==> src/rtl/encounter_scheduler.sv <==
// encounter_scheduler: spawns, scrolls and animates four obstacle slots
// for the runner game; freezes on collision until the next start pulse.
module encounter_scheduler #(
    parameter int unsigned SPAWN_X     = 1500,
    parameter int unsigned SPEED_INIT  = 6,
    parameter int unsigned SPEED_MAX   = 14,
    parameter int unsigned MIN_GAP     = 30,
    parameter int unsigned ANIM_DIV    = 20000000,
    parameter int unsigned ANIM_FRAMES = 6
) (
    input  logic        clock,
    input  logic        reset,
    input  logic [11:0] display_col,
    input  logic [10:0] display_row,
    input  logic        start,
    input  logic        hit,
    output logic [3:0]  slot_active,
    output logic [47:0] slot_x,
    output logic [2:0]  anim_frame,
    output logic [4:0]  speed,
    output logic [15:0] spawn_count,
    output logic        game_over
);
    localparam int unsigned AW = (ANIM_DIV > 1) ? $clog2(ANIM_DIV) : 1;

    typedef enum logic [1:0] {IDLE, PLAY, FREEZE} state_t;

    state_t state, state_next;
    logic enter_play;

    logic origin, origin_q, frame_tick;
    logic [15:0] lfsr;
    logic lfsr_fb;
    logic [7:0] gap_cnt, gap_target, gap_inc;
    logic [AW-1:0] anim_cnt;
    logic [3:0] active;
    logic [3:0][11:0] xpos;
    logic [1:0] free_idx;
    logic free_any, do_spawn, speed_up;
    logic [15:0] count_inc;

    assign origin      = (display_col == 12'd0) && (display_row == 11'd0);
    assign lfsr_fb     = lfsr[0] ^ lfsr[2] ^ lfsr[3] ^ lfsr[5];
    assign slot_active = active;
    assign slot_x      = xpos;

    always_comb begin
        state_next = state;
        enter_play = 1'b0;
        unique case (state)
            IDLE: begin
                if (start) begin
                    state_next = PLAY;
                    enter_play = 1'b1;
                end
            end
            PLAY: begin
                if (hit) begin
                    state_next = FREEZE;
                end else if (start) begin
                    enter_play = 1'b1;
                end
            end
            FREEZE: begin
                if (start) begin
                    state_next = PLAY;
                    enter_play = 1'b1;
                end
            end
            default: state_next = IDLE;
        endcase
    end

    // Lowest-index free slot, judged on occupancy before this tick's expiries.
    always_comb begin
        free_idx = 2'd0;
        for (int i = 3; i >= 0; i--) begin
            if (!active[i]) free_idx = 2'(i);
        end
    end

    assign free_any  = ~&active;
    assign gap_inc   = (gap_cnt == 8'hFF) ? gap_cnt : gap_cnt + 8'd1;
    assign do_spawn  = free_any && (gap_inc >= gap_target);
    assign count_inc = (spawn_count == 16'hFFFF) ? spawn_count
                                                 : spawn_count + 16'd1;
    assign speed_up  = (count_inc != spawn_count) && (count_inc[3:0] == 4'd0);

    always_ff @(posedge clock) begin
        if (reset) state <= IDLE;
        else       state <= state_next;
    end

    always_ff @(posedge clock) begin
        if (reset) begin
            origin_q    <= 1'b0;
            frame_tick  <= 1'b0;
            lfsr        <= 16'hACE1;
            active      <= '0;
            xpos        <= '0;
            anim_cnt    <= '0;
            anim_frame  <= 3'd0;
            speed       <= 5'(SPEED_INIT);
            spawn_count <= 16'd0;
            gap_cnt     <= 8'd0;
            gap_target  <= 8'(MIN_GAP);
            game_over   <= 1'b0;
        end else begin
            origin_q   <= origin;
            frame_tick <= origin && !origin_q;
            lfsr       <= {lfsr_fb, lfsr[15:1]};
            if (enter_play) begin
                active      <= '0;
                xpos        <= '0;
                anim_cnt    <= '0;
                anim_frame  <= 3'd0;
                speed       <= 5'(SPEED_INIT);
                spawn_count <= 16'd0;
                gap_cnt     <= 8'd0;
                gap_target  <= 8'(MIN_GAP);
                game_over   <= 1'b0;
            end else if (state == PLAY && hit) begin
                game_over <= 1'b1;
            end else if (state == PLAY) begin
                if (anim_cnt == AW'(ANIM_DIV - 1)) begin
                    anim_cnt   <= '0;
                    anim_frame <= (anim_frame == 3'(ANIM_FRAMES - 1))
                                  ? 3'd0 : anim_frame + 3'd1;
                end else begin
                    anim_cnt <= anim_cnt + AW'(1);
                end
                if (frame_tick) begin
                    gap_cnt <= gap_inc;
                    for (int i = 0; i < 4; i++) begin
                        if (active[i]) begin
                            if (xpos[i] <= {7'd0, speed}) begin
                                active[i] <= 1'b0;
                                xpos[i]   <= 12'd0;
                            end else begin
                                xpos[i] <= xpos[i] - {7'd0, speed};
                            end
                        end
                    end
                    // The spawned slot was free, so no move above touches it.
                    if (do_spawn) begin
                        active[free_idx] <= 1'b1;
                        xpos[free_idx]   <= 12'(SPAWN_X);
                        gap_cnt          <= 8'd0;
                        gap_target       <= 8'(MIN_GAP) + {3'd0, lfsr[4:0]};
                        spawn_count      <= count_inc;
                        if (speed_up && speed < 5'(SPEED_MAX)) begin
                            speed <= speed + 5'd1;
                        end
                    end
                end
            end
        end
    end
endmodule

==> config.mk <==
export PLATFORM = sky130hd
export DESIGN_NAME = encounter_scheduler
export DESIGN_NICKNAME = d
export VERILOG_FILES = /design/src/rtl/encounter_scheduler.sv
export SDC_FILE = /design/constraint.sdc
export NUM_CORES = 1
export LEC_CHECK = 0
export ABC_CLOCK_PERIOD_IN_PS = 8910
export CORE_AREA = 2 2 141 143
export CTS_BUF_LIST = sky130_fd_sc_hd__clkbuf_4
export DETAILED_ROUTE_END_ITERATION = 10
export DIE_AREA = 0 0 143 145
export PLACE_DENSITY_LB_ADDON = 0.08
export SYNTH_ARGS = -nofsm -noshare
export SYNTH_HDL_FRONTEND = slang
export SYNTH_SLANG_ARGS = --single-unit
==> constraint.sdc <==
create_clock -name clock -period 8.91 [get_ports clock]
set_clock_uncertainty 0.05 [all_clocks]
set_input_delay 1.782 -clock clock [delete_from_list [all_inputs] [get_ports clock]]
set_output_delay 1.782 -clock clock [all_outputs]
set_load 0.01 [all_outputs]
==> results of run 1 <==
[area by class of cell]
cell class | count | area share, %
Multi-Input combinational cell | 710 | 49.8
Inverter | 34 | 1.40
Clock buffer | 18 | 1.48
Antenna cell | 1 | 0.0275
Tap cell | 265 | 3.64
Clock inverter | 14 | 2.02
Sequential cell | 136 | 29.9
Timing Repair Buffer | 108 | 11.7
[kinds of logic (layout without fill, tap and decap cells)]
family	Yosys count	count (layout)	synth area share, %
AOI/OAI and AO/OA	231	231	20.1
xor gates and xnor gates	47	47	5.48
and+or+nand+nor	394	394	27.7
adders and majority gates	35	35	6.23
muxes	3	3	0.416
buffers and inverters	74	174	3.86
other	0	1	0
DFF	136	136	36.2
[sequential cells by signal, indices dropped and copies added (netlist names)]
| signal | count |
|---|---|
| slot_x | 48 |
| gap_cnt | 8 |
| state | 2 |
| speed | 5 |
| game_over | 1 |
| slot_active | 4 |
| lfsr | 16 |
| gap_target | 6 |
| anim_cnt | 25 |
| anim_frame | 3 |
| frame_tick | 1 |
| spawn_count | 16 |
| origin_q | 1 |
[final timing paths]
kind	slack [ps]	cells after the start	from	endpoint
max	4390	7	hit	speed[2]
min	370	1	origin_q	frame_tick
max reg2reg	4530	12	gap_cnt[0]	slot_x[36]
min reg2reg	370	1	origin_q	frame_tick
[worst register-to-register path, stage by stage (launching register included)]
cell,delay (ps)
dfxtp_1,430
ha_1,260
and3_1,320
nand3_1,220
and2_1,250
xor2_1,160
ha_1,220
nor4_1,220
o21ai_0,200
a31oi_1,640
nand2_1,530
a311oi_1,640
o2bb2ai_1,160
[metal layers]
layer,vias to the layer above,part of all wire [%],GRT usage (%)
met3,12,5.1,5.02
met1,3276,47,27.2
met2,146,47,31.6
met5,-,0,0
met4,0,0.70,3.91
li1,3567,-,-
[per-stage QoR]
step,setup slack [ps],cells,total power [mW]
after floorplan,5460,920,0.651
after global placement,3850,1253,0.673
after detailed placement,3770,1253,0.673
after CTS,4410,1285,1.14
after global routing,4160,1286,1.17
final,4390,1286,1.13
[synth_stat cells, drive strengths merged (18+ instances only)]
master	n	share of area (%)
a21oi	60	4.1
nand2	82	4.1
nand3	45	3.1
nor3	33	2.2
xor2	25	2.9
nor2	87	4.3
clkbuf	30	1.5
ha	31	5.2
inv	34	1.7
nor4	18	1.9
o21ai	51	3.4
xnor2	22	2.6
a31oi	23	1.9
dfxtp	136	36
[where the power goes]
group	switching [mW]	internal, mW
logic	0.0230	0.0190
registers	0.00317	0.614
clock network	0.266	0.204
==> run metrics, run 1 <==
outcome=finished clean; Finished Cell Area=between 9000 and 10000 µm²; Avg Vias per Cell=between 5 and 6; FILL cells=1918; port bufs=103; Syn Std Cell Area=roughly 7500 µm²; IO Count=approximately 100; EDFF count, synth=0; PD cells=around 120 nW/µm²; die area=20700 µm²; gr ovfl total=0; post-synth net total=between 900 and 1000; Die Y=145 µm; cell count after synthesis=920; htree depth=4; Post-Syn Area per Cell=approximately 8.2 µm²; RSZ-0062 raised after global routing=false; pin count of the biggest net entering global routing=54; post-synth cell types=between 70 and 80; final wirelength=20600 µm; Hold WS=roughly 370 ps; CP Max Fanout=37; clk root buf=clkbuf_4; CTS Buffer Depth=2; crit path cell chain=clkdlybuf4s50_1 -> nor3b_4 -> nand2_2 -> a21oi_1 -> a21boi_2 -> nand4_1 -> mux2_2; Layout Area Growth over Synthesis=21.1%; Static Leak=approximately 3.2 nW; die boundary width=between 100 and 150 µm; crit path time final=4520 ps; Slew HR=39.4%; worst path required time=between 9000 and 10000 ps; Nets=1069; Clock Latency Late Sink=around 580 ps; fin util=a little under half; Tcrit/Tclk final=50.7%; Worst Setup End Kind=flip-flop; crit path DAT=~5000 ps; CTS tree=yes; Routed WL per cell=roughly 16 µm; ys async rst share=0%; kind of critical path=in2reg; max-slew violation count=0; dpl cell area=around 9000 µm²; register area=2720 µm²; first-pass GRT wire length=33100 µm; Seq/Total Area, Yosys=between 30% and 40%; #FFs+latches synth=between 100 and 150; Placement Rows=51; max-cap viol count=0; Synth warnings=0; setup tns final=0 ps; residual DRC count=0; DP HPWL=14300 µm; Initial DRC Count=379; startpoint types=primary input; Starting Density=39.1%; worst slew pin tran=a little over 900 ps; most frequent cells in the layout=136 x dfxtp_1, 103 x clkdlybuf4s50_1, 87 x nor2_1, 81 x nand2_1, 57 x a21oi_1; CTS sink count=roughly 140; multi-input combinational cell area=4530 µm²; Routability Congestion=around 0.8; Worst-path clk slew=130 ps; prevailing post-synth register cell=dfxtp_1; delay-heaviest family, CP=simple AND/OR/NAND/NOR gates; vias in the first global route=around 6400; CTS Buf Count=17; DRT antenna net count=0; crit path max-delay cell type=a21boi_2; via count=between 7000 and 8000; Max Fclk=around 0.22 GHz; share of layout cells above drive strength 1=roughly 6.6%; Peak VDD IR=112 µV; DRT Pass-1 Iters=6; initial antenna violation count=1; crit path buf inv count=1; HP Class=reg2reg; gr usage total=19.8%; most common cell after layout, fill and taps aside=dfxtp_1; cts hold-fix bufs=0; CTS resizes=0; CP max stage delay=between 700 and 800 ps; Final Hold Fails=0; Core ar.=around 19000 µm²; Setup violations, final=0; post-CTS setup buffer count=0
(Power assumes the default switching activity.)
==> run 2: changes to the inputs <==
--- a/config.mk
+++ b/config.mk
@@ -5,7 +5,7 @@
 export SDC_FILE = /design/constraint.sdc
 export NUM_CORES = 1
 export LEC_CHECK = 0
-export ABC_CLOCK_PERIOD_IN_PS = 8910
+export ABC_CLOCK_PERIOD_IN_PS = 4190
 export CORE_AREA = 2 2 141 143
 export CTS_BUF_LIST = sky130_fd_sc_hd__clkbuf_4
 export DETAILED_ROUTE_END_ITERATION = 10
==> constraint.sdc (replaced) <==
create_clock -name clock -period 4.19 [get_ports clock]
set_clock_uncertainty 0.05 [all_clocks]
set_input_delay 0.838 -clock clock [delete_from_list [all_inputs] [get_ports clock]]
set_output_delay 0.838 -clock clock [all_outputs]
set_load 0.01 [all_outputs]
==> run 2 against run 1 <==
Net effect: die area did not move; critical path type is now reg2reg; count of clock-buffer cells in the layout fell by 1; combinational power up 130%; hold slack got worse by 23 ps; utilization grew 0.54 points; sequential share of layout area down 0.34 points; wire length rose by 0.80%; cell area is 1.1% higher; clock power is 110% higher; largest cell class unchanged; sequential power up 110%; sequential cell count stayed put.
==> run metrics, run 2 (synthesis results as in run 1) <==
crit path DAT=4080 ps (-850 ps); internal power=1.81 mW (+120%); Peak VDD IR=143 µV (+27%); Die Y=145 µm (unchanged); post-route worst setup slack=501 ps (-3890 ps); Max Fclk=~0.27 GHz; RSZ-0062 raised after global routing=false; share of layout cells above drive strength 1=7.54% (+0.97 points); Worst-path clk slew=120 ps (about the same); Avg Vias per Cell=5.49 (+0.85%); CTS resizes=0 (unchanged); met1 Track Usage GR=28.0% (+0.84 points); Starting Density=39.1% (unchanged); residual DRC count=0 (unchanged); worst path required time=4580 ps (-4740 ps); DRT antenna net count=0 (unchanged); Routability Congestion=0.842 (+4.2%); Static Leak=3.29 nW (+2.0%); register area=2720 µm² (unchanged); Initial DRC Count=440 (+16%); Largest register FFs=48 (unchanged); die area=20700 µm² (unchanged); Seq pwr share=55.3% (+0.7 points); first-pass GRT wire length=33800 µm (+2.0%); FILL cells=1912 (-0.31%); Routed WL per cell=16.0 µm (-0.37%); crit path buf inv count=1 (unchanged); via count=7143 (+2.0%); htree depth=4 (unchanged); CTS sink count=136 (unchanged); IO Count=104 (unchanged); Setup violations, final=0 (unchanged); CP Max Fanout=13 (-65%); initial antenna violation count=1 (unchanged); Layout Area Growth over Synthesis=22.5%; Nets=1084 (+1.4%); outcome=finished clean; HP Class=reg2reg; CTS Buffer Depth=2 (unchanged); met2 Use GR=31.2% (-0.43 points); Gate power share=4.0% (+0.3 points); M3 GR Usage=4.26% (-0.76 points); DP Cell Count=1268 (+1.2%); PD cells=257 nW/µm² (+110%); crit path time final=roughly 3700 ps; delay-heaviest family, CP=simple AND/OR/NAND/NOR gates; Clock Latency Late Sink=540 ps (-40 ps); clk root buf=clkbuf_4; switching share of power=23.5% (-2.4 points); setup tns final=0 ps (unchanged); max-slew violation count=0 (unchanged); port bufs=103 (unchanged); DRT Pass-1 Iters=5 (-1); most common cell after layout, fill and taps aside=dfxtp_1; worst slew pin tran=723 ps (-186 ps); most frequent cells in the layout=136 x dfxtp_1, 103 x clkdlybuf4s50_1, 87 x nor2_1, 81 x nand2_1, 57 x a21oi_1; CTS tree=yes; startpoint types=flip-flop; Slew HR=51.5% (+12 points); Net Sw Power=0.556 mW (+90%); cell mode on critical path=ha_1; die boundary width=143 µm (unchanged); pin count of the biggest net entering global routing=40 (-26%); multi-input combinational cell area=4530 µm² (unchanged); final wirelength=20800 µm (+0.80%); cts hold-fix bufs=0 (unchanged); fin cells=1301 (+1.2%); DP HPWL=14800 µm (+3.8%); Place WS=559 ps (-3210 ps); post-CTS setup buffer count=0 (unchanged); gr usage total=20.2% (+0.35 points); Clock power frac=40.7% (-0.9 points); Worst Setup End Kind=flip-flop; CP max stage delay=570 ps (-170 ps); crit path max-delay cell type=a21boi_2; vias in the first global route=6544 (+3.0%); busiest grt layer=met2; Core ar.=19200 µm² (unchanged); max-cap viol count=0 (unchanged); kind of critical path=reg2reg; Tcrit/Tclk final=approximately nine tenths; CTS Buf Count=17 (unchanged); Final Hold Fails=0 (unchanged); crit path cell chain=ha_1 -> and3_1 -> nand3_1 -> and2_1 -> xor2_1 -> ha_1 -> o21ai_0 -> o21bai_1 -> a31oi_1 -> buf_4 -> a21boi_2 -> nand4_1 -> mux2_2; Placement Rows=51 (unchanged); gr ovfl total=0 (unchanged)
[run 2: per-layer routing]
| metal | up-vias | wire [µm] |
|---|---|---|
| met4 | 0 | 337 |
| met2 | 189 | 9210 |
| met5 | - | 0 |
| met3 | 29 | 1130 |
| met1 | 3333 | 10100 |
| li1 | 3592 | - |
[run 2: power groups by stage]
stage               clock [mW]  sequential, mW  combinational (mW)
floorplan                    0            1.34              0.0469
global placement             0            1.34              0.0960
detailed placement           0            1.34              0.0958
CTS                       1.00            1.31              0.0960
global route              1.05            1.31               0.106
finish                   0.964            1.31              0.0954
[run 2: layout make-up]
cell class	count	share of cell area (%)
antenna	1	0.0272
clock buffer	17	1.39
clock inverter	15	1.98
inverter	34	1.39
multi-input combinational	710	49.2
sequential	136	29.6
tap	265	3.60
timing repair buffer	123	12.8
[run 2: per-stage QoR]
stage                     total power, mW  area, µm²  hold slack, ps  util, %
after floorplan                      1.39       7520             325        -
final                                2.37       9210             345     47.9
after global routing                 2.47       9210             376     47.9
after global placement               1.44       8890             341     46.3
after detailed placement             1.44       8890             342     46.3
after CTS                            2.41       9210             356     47.9
[run 2: path summary, 6_finish.rpt]
path                    from         end  slack, ps  depth (start not counted)
setup / recovery  gap_cnt[0]    speed[2]        500                         13
hold / removal      origin_q  frame_tick        350                          1
setup reg to reg  gap_cnt[0]    speed[2]        500                         13
hold reg to reg     origin_q  frame_tick        350                          1
[run 2: worst reg2reg max path, cell delays in order (launching register included)]
cell and delay (ps):
dfxtp_1 420, ha_1 250, and3_1 320, nand3_1 210, and2_1 240, xor2_1 150
ha_1 280, o21ai_0 80, o21bai_1 180, a31oi_1 110, buf_4 170, a21boi_2 570
nand4_1 250, mux2_2 320
